===== src/rtl/fetch_pc_gen.sv =====
// Fetch-side PC sequencer.
//
// Generates the instruction-fetch address with a valid/ready handshake toward
// instruction memory. It consumes the registered branch redirect from the
// branch-resolution stage. A taken redirect squashes wrong-path fetches with a
// counted flush window, then fetching resumes at the target. A misaligned
// redirect target parks the block in a sticky error state until reset.
//
// Ports:
//   clk           system clock, all logic on rising edge
//   rsta          synchronous active-high reset
//   branch_in     registered redirect request
//   jump_pc_in    registered redirect target, qualified by branch_in
//   stall         hazard-unit stall, blocks fetch acceptance
//   imem_ready    instruction memory accepts a request this cycle
//   pc            current fetch address
//   pc_valid      fetch request valid
//   flush         squash IF/ID contents
//   redirect_ack  one-cycle pulse per taken redirect
//   misaligned    sticky error, redirect target not word-aligned
module fetch_pc_gen #(
    parameter logic [31:0] RESET_PC     = 32'h0000_0000,
    parameter int unsigned PC_STEP      = 4,
    parameter int unsigned FLUSH_CYCLES = 2
) (
    input  logic        clk,
    input  logic        rsta,
    input  logic        branch_in,
    input  logic [31:0] jump_pc_in,
    input  logic        stall,
    input  logic        imem_ready,
    output logic [31:0] pc,
    output logic        pc_valid,
    output logic        flush,
    output logic        redirect_ack,
    output logic        misaligned
);

    typedef enum logic [1:0] {StBoot, StRun, StFlush, StErr} state_e;

    // The counter holds the number of flush cycles left after the current one.
    localparam logic [3:0] FlushInit = 4'(FLUSH_CYCLES - 1);
    localparam logic [31:0] Step     = 32'(PC_STEP);

    state_e      state_q, state_d;
    logic [31:0] pc_q, pc_d;
    logic        pc_valid_q, pc_valid_d;
    logic        flush_q, flush_d;
    logic        ack_q, ack_d;
    logic        mis_q, mis_d;
    logic [3:0]  cnt_q, cnt_d;
    logic        accept;

    assign accept = pc_valid_q & imem_ready & ~stall;

    always_comb begin
        state_d    = state_q;
        pc_d       = pc_q;
        pc_valid_d = pc_valid_q;
        flush_d    = flush_q;
        ack_d      = 1'b0;
        mis_d      = mis_q;
        cnt_d      = cnt_q;

        case (state_q)
            StBoot: begin
                state_d    = StRun;
                pc_d       = RESET_PC;
                pc_valid_d = 1'b1;
            end
            StRun, StFlush: begin
                if (branch_in) begin
                    // Redirect wins over stall and over a same-cycle accept.
                    pc_d       = jump_pc_in;
                    pc_valid_d = 1'b0;
                    flush_d    = 1'b1;
                    if (jump_pc_in[1:0] != 2'b00) begin
                        state_d = StErr;
                        mis_d   = 1'b1;
                    end else begin
                        state_d = StFlush;
                        ack_d   = 1'b1;
                        cnt_d   = FlushInit;
                    end
                end else if (state_q == StFlush) begin
                    // Flush window runs regardless of stall and imem_ready.
                    if (cnt_q == 4'd0) begin
                        state_d    = StRun;
                        flush_d    = 1'b0;
                        pc_valid_d = 1'b1;
                    end else begin
                        cnt_d = cnt_q - 4'd1;
                    end
                end else if (accept) begin
                    pc_d = pc_q + Step;
                end
            end
            StErr: begin
                // Frozen until reset; ack was already low on entry.
                state_d = StErr;
            end
            default: begin
                state_d = StBoot;
            end
        endcase
    end

    always_ff @(posedge clk) begin
        if (rsta) begin
            state_q    <= StBoot;
            pc_q       <= RESET_PC;
            pc_valid_q <= 1'b0;
            flush_q    <= 1'b0;
            ack_q      <= 1'b0;
            mis_q      <= 1'b0;
            cnt_q      <= 4'd0;
        end else begin
            state_q    <= state_d;
            pc_q       <= pc_d;
            pc_valid_q <= pc_valid_d;
            flush_q    <= flush_d;
            ack_q      <= ack_d;
            mis_q      <= mis_d;
            cnt_q      <= cnt_d;
        end
    end

    assign pc           = pc_q;
    assign pc_valid     = pc_valid_q;
    assign flush        = flush_q;
    assign redirect_ack = ack_q;
    assign misaligned   = mis_q;

endmodule

===== config.mk =====
export PLATFORM = sky130hd
export DESIGN_NAME = fetch_pc_gen
export DESIGN_NICKNAME = d
export VERILOG_FILES = /design/src/rtl/fetch_pc_gen.sv
export SDC_FILE = /design/constraint.sdc
export NUM_CORES = 1
export LEC_CHECK = 0
export CELL_PAD_IN_SITES_DETAIL_PLACEMENT = 2
export CELL_PAD_IN_SITES_GLOBAL_PLACEMENT = 2
export CORE_MARGIN = 2
export CORE_UTILIZATION = 27
export CTS_BUF_LIST = sky130_fd_sc_hd__clkbuf_4 sky130_fd_sc_hd__clkbuf_8 sky130_fd_sc_hd__clkbuf_16
export CTS_CLUSTER_DIAMETER = 100
export DETAILED_ROUTE_END_ITERATION = 16
export GPL_ROUTABILITY_DRIVEN = 0
export PLACE_DENSITY = 0.83
export SLEW_MARGIN = 20
export SYNTH_ARGS = -nofsm -noshare
export SYNTH_HDL_FRONTEND = slang
export SYNTH_SLANG_ARGS = --single-unit

===== constraint.sdc =====
create_clock -name clk -period 2.39 [get_ports clk]
set_clock_uncertainty 0.05 [all_clocks]
set_input_delay 0.478 -clock clk [delete_from_list [all_inputs] [get_ports clk]]
set_output_delay 0.478 -clock clk [all_outputs]
set_load 0.01 [all_outputs]

## Yosys cells after proc, flatten, opt, wreduce, memory -nomap -nowiden

Cells that the tools add are included.

- $add $sub $neg: 2
- Equal/unequal tests: 9
- Muxes and demuxes: 21
- Bitwise gates (word level): 5
- Reductions and logical operators: 14

Operators by type and width:

| kind | number |
|---|---|
| 32-bit two-way mux | 3 |
| 32-bit case mux with 2 select lines | 1 |
| 32-bit by 3-bit adder with 32-bit output (second input constant) | 1 |
| 4-bit two-way mux | 4 |
| 3-bit != test (second input constant) | 4 |
| 3-bit AND reduction | 4 |
| 1-bit two-way mux | 8 |
| 2-bit nonzero test | 4 |
| 2-bit two-way mux | 3 |
| 2-bit case mux with 3 select lines | 1 |
| 2-bit == test (second input constant) | 2 |
| 4-bit zero test | 1 |
| 2-bit != test (second input constant) | 2 |
| 4-bit AND reduction | 1 |
| 4-bit by 1-bit subtractor with 4-bit output (second input constant) | 1 |
| 1-bit NOT | 3 |
| 3-bit OR reduction | 1 |
| 1-bit AND | 2 |
| 2-bit by 1-bit == test with 1-bit output (second input constant) | 1 |
| 2-bit zero test | 1 |
| 1-bit case mux with 2 select lines | 1 |
| 2-bit AND reduction | 1 |
| 2-bit OR reduction | 1 |

- Flip-flop bits (word level): 42
- Bits of input ports: 37
- Output and inout bits: 36
- Logic and storage cells: 58

## Longest topological paths before layout

- Word-level depth: 6
- Gate-level depth with buffers: 9
- Gate-level depth less buffers: 7

## Worst setup path before layout

No wires, ideal clock.

- Path kind: register to register
- Start: register state_q[0]
- End: register pc_q[18] (netlist: pc[18])
- Setup time: 91 ps
- Arrival: 2,018 ps
- Required time: 2,249 ps
- Slack: 231 ps
- Cell stages (with the launch flop): 9
- Path buffers: 2
- Clock period less this slack: 2,159 ps
- Cell sequence: dfxtp_1 -> inv_1 -> ha_1 -> buf_2 -> and2b_1 -> a211oi_2 -> clkbuf_1 -> nand4_1 -> a311oi_1

- Cells in the longest elaborated chain, start to end: 4
- Elaborated cells between the ends (all ways): 9
- Those cells by class: 4 x eq/ne; 1 x mux; 4 x reduce/logical

RTL lines:

| item | line | RTL |
|---|---|---|
| from (decl) | 45 | `state_e state_q, state_d;` |
| from (signal assigned) | 110 | `state_q <= StBoot;` |
| from (signal assigned) | 118 | `state_q <= state_d;` |
| 2-bit == test / 2-bit by 1-bit == test with 1-bit output (equally long branches) | 65, 85 |  |
| 2-bit OR reduction | 65 | `case (state_q)` |
| 3-bit != test (no line) / 2-bit nonzero test (equally long branches) | - |  |
| 3-bit AND reduction (no line) | - |  |
| to (signal assigned) | 119 | `pc_q <= pc_d;` |
| to (decl) | 46 | `logic [31:0] pc_q, pc_d;` |

Several ways; a longest one is shown, not always the timed one.
A chain may end at the register's enable or synchronous reset.

## Worst setup path after layout

- Start: register state_q[0]
- End: register pc_q[21] (netlist: pc[21])

The elaborated chain is that of the path after synthesis.

==> impl_metrics.json <==
{
  "final_common_cell": "clkdlybuf4s50_1",
  "synth_area_leaders": "dfxtp_1 31%, nor2_1 4.5%, nand2_1 4.1%",
  "die_area_um2": 10700,
  "hold_viol": 0,
  "coreArea_um2": 9680,
  "synthSimpleGateAreaFrac_pct": 30.5,
  "syn_nets": 385,
  "area_delta_synth_final_pct": 47.1,
  "hold_path.class": "flop to flop",
  "final_util_pct": 40.7,
  "post-cts-setup-buffers": 0,
  "critPathKind": "flop to flop",
  "drive_gt1_share_pct": 15.8,
  "ant_nets": 0,
  "netlist.area_leader.share_pct": 31.4,
  "synth_edf_count": 0,
  "slew_headroom_pct": 66.9,
  "io_pins": 73,
  "cts_tree": "done",
  "tightest_slew_ns": 0.495,
  "hpwl_um": 8600,
  "setup_viol": 0,
  "clk_pin_slew_ns": 0.09,
  "grt-ovfl-total": 0,
  "synth_top_family_by_area": "simple AND/OR/NAND/NOR gates",
  "routed_wl_um": 12400,
  "critPathCaptureType": "flop",
  "ys.flop_type": "dfxtp_1",
  "powerDensity_nw_per_um2": 503,
  "dieWidth_um": 104,
  "clk_latency_ns": 0.31,
  "h-tree-depth": 2,
  "num_rows": 36,
  "n_fill_cell": 1117,
  "drt_first_pass_iters": 4,
  "seq_area_um2": 842,
  "regToRegSetupSlack_ns": 0.1,
  "max_freq_mhz": 436,
  "period_needed_ns": 2.29,
  "cap_violations": 0,
  "vias": 3242,
  "synth_cell_types": 67,
  "required_ns": 2.51,
  "muxShareOfSynthArea_pct": 0.794,
  "crit_path_start_kind": "flop",
  "antenna_found_initial": 0,
  "min_period_over_period_pct": 96.0,
  "fin_nets": 486,
  "numCtsBuffers": 5,
  "synth_seq_area_share_pct": 31.4,
  "syn_avg_cell_area_um2": 7.83,
  "arrival_ns": 2.42,
  "fp.dieH_um": 104,
  "ir_drop_v": 0.000215,
  "yosys.area_share.adder_pct": 2.80,
  "crit_start": "state_q[0]",
  "cts_buffer_depth": 2,
  "syn_inst": 342,
  "layout_common_cells": "72 x clkdlybuf4s50_1, 41 x dfxtp_1, 40 x buf_4, 32 x nor2_1, 29 x nand2_1",
  "status": "finished, final reports clean",
  "ys_warn_count": 0,
  "grt_pass1_wl_um": 19900,
  "track_usage_pct": 23.0,
  "r2r-start": "state_q[0]",
  "multi_input_area_um2": 1760,
  "r2r_cells": 8,
  "synth_xor_area_share_pct": 2.62,
  "postCtsHoldBufs": 0,
  "yosysTopAreaCell": "dfxtp_1",
  "port_buffers": 72,
  "p_leak_nw": 1.45,
  "ys_ff_latch": 42,
  "final_cells": 577,
  "drt_iter0_drc": 190,
  "syn_area_um2": 2680,
  "slew_violations": 0,
  "rr_endpoint": "pc[21]",
  "post-route-drc-count": 0,
  "start_util_pct": 27.7,
  "vias_per_cell": 5.62,
  "root_buffer": "clkbuf_8",
  "grt_pass1_vias": 3536,
  "grt_max_degree": 27,
  "antenna_cells": 0,
  "clkSinkCount": 42,
  "total_power_mw": 1.98,
  "path_max_fanout": 7,
  "placed_cells": 569,
  "synthArstFlopShare_pct": 0,
  "wire_per_inst_um": 21.5,
  "synth_compound_area_share_pct": 27.2,
  "cp-endpoint": "pc[21]"
}
## layer usage
metal / GRT usage [%] / vias up / routed length, µm
met5: 0 / - / 0
met4: 7.05 / 0 / 240
met3: 3.78 / 22 / 572
met2: 39.4 / 94 / 6170
met1: 29.6 / 1635 / 5450
li1: - / 1491 / -
## timing repair
item | CTS | global route
gates resized for setup | 1 | 13
pin swaps | 0 | 2
endpoints found under the setup margin | 2 | 18
## worst max-delay path, stage by stage (launching register included)
cell	delay, ns
dfxtp_1	0.37
inv_1	0.11
ha_1	0.31
nor4bb_2	0.50
buf_4	0.20
o211ai_1	0.14
a31oi_1	0.21
o21ai_0	0.11
o311ai_0	0.16
## flip-flops by register name, indices dropped and copies added (netlist names)
name          flops
redirect_ack      1
pc               32
state_q           2
misaligned        1
pc_valid          1
flush             1
cnt_q             4
## worst min-delay path by stage
stage | startpoint | endpoint | slack [ns] | cells past startpoint
after floorplan | cnt_q[3] | cnt_q[3] | 0.43 | 2
after global placement | misaligned | misaligned | 0.41 | 2
after detailed placement | pc[0] | pc[0] | 0.41 | 1
after CTS | pc[0] | pc[0] | 0.44 | 1
after global routing | pc[1] | pc[1] | 0.47 | 1
final | pc[0] | pc[0] | 0.43 | 1
## cells by family (layout without fill, tap and decap cells)
group / after synthesis / in the layout
AO/OA/AOI/OAI: 105 / 105
XOR/XNOR: 8 / 8
adder cells (fa/ha/maj): 6 / 6
buffers and inverters: 29 / 131
flip-flops: 42 / 42
multiplexers: 2 / 2
AND/OR/NAND/NOR: 150 / 150
## per-stage QoR
stage	TNS [ns]	hold WS, ns	setup slack [ns]	cell area (µm²)
2_1_floorplan	0	0.430	0.231	2680
3_3_place_gp	-0.349	0.411	-0.0920	3780
3_5_place_dp	-1.79	0.411	-0.159	3780
4_1_cts	0	0.441	0.0124	3880
5_1_grt	-0.0689	0.466	-0.0501	3940
6_report	0	0.435	0.0967	3940
## report_power, final
| group | internal, mW | switching (mW) | total, mW |
|---|---|---|---|
| sequential | 0.748 | 0.0593 | 0.807 |
| combinational | 0.307 | 0.330 | 0.638 |
| clock | 0.246 | 0.293 | 0.539 |
## Yosys cell counts, drive strengths merged, types with 3 or more instances
library cell and number:
nand4 12, o211ai 5, buf 6, o21ai 21
o21a 3, a31oi 6, a22o 4, nor3 11
a311oi 3, a21oi 20, and3 6, nand3 20
a32oi 3, nand2b 10, nor4 5, inv 10
nor3b 3, xor2 6, a22oi 6, nor2 32
ha 6, or4 3, a211oi 8, nand2 29
a31o 3, dfxtp 42, a21o 3, and2 7
clkbuf 12, o311ai 4
## area by class of cell
class	instances	share of cell area, %
clock buffers	7	2.29
repair buffers	113	26.3
flip-flops and latches	42	21.4
inverters	10	0.952
clock inverters	1	0.127
well taps	133	4.22
multi-input cells	271	44.8
Power figures use the tool's default switching activity.
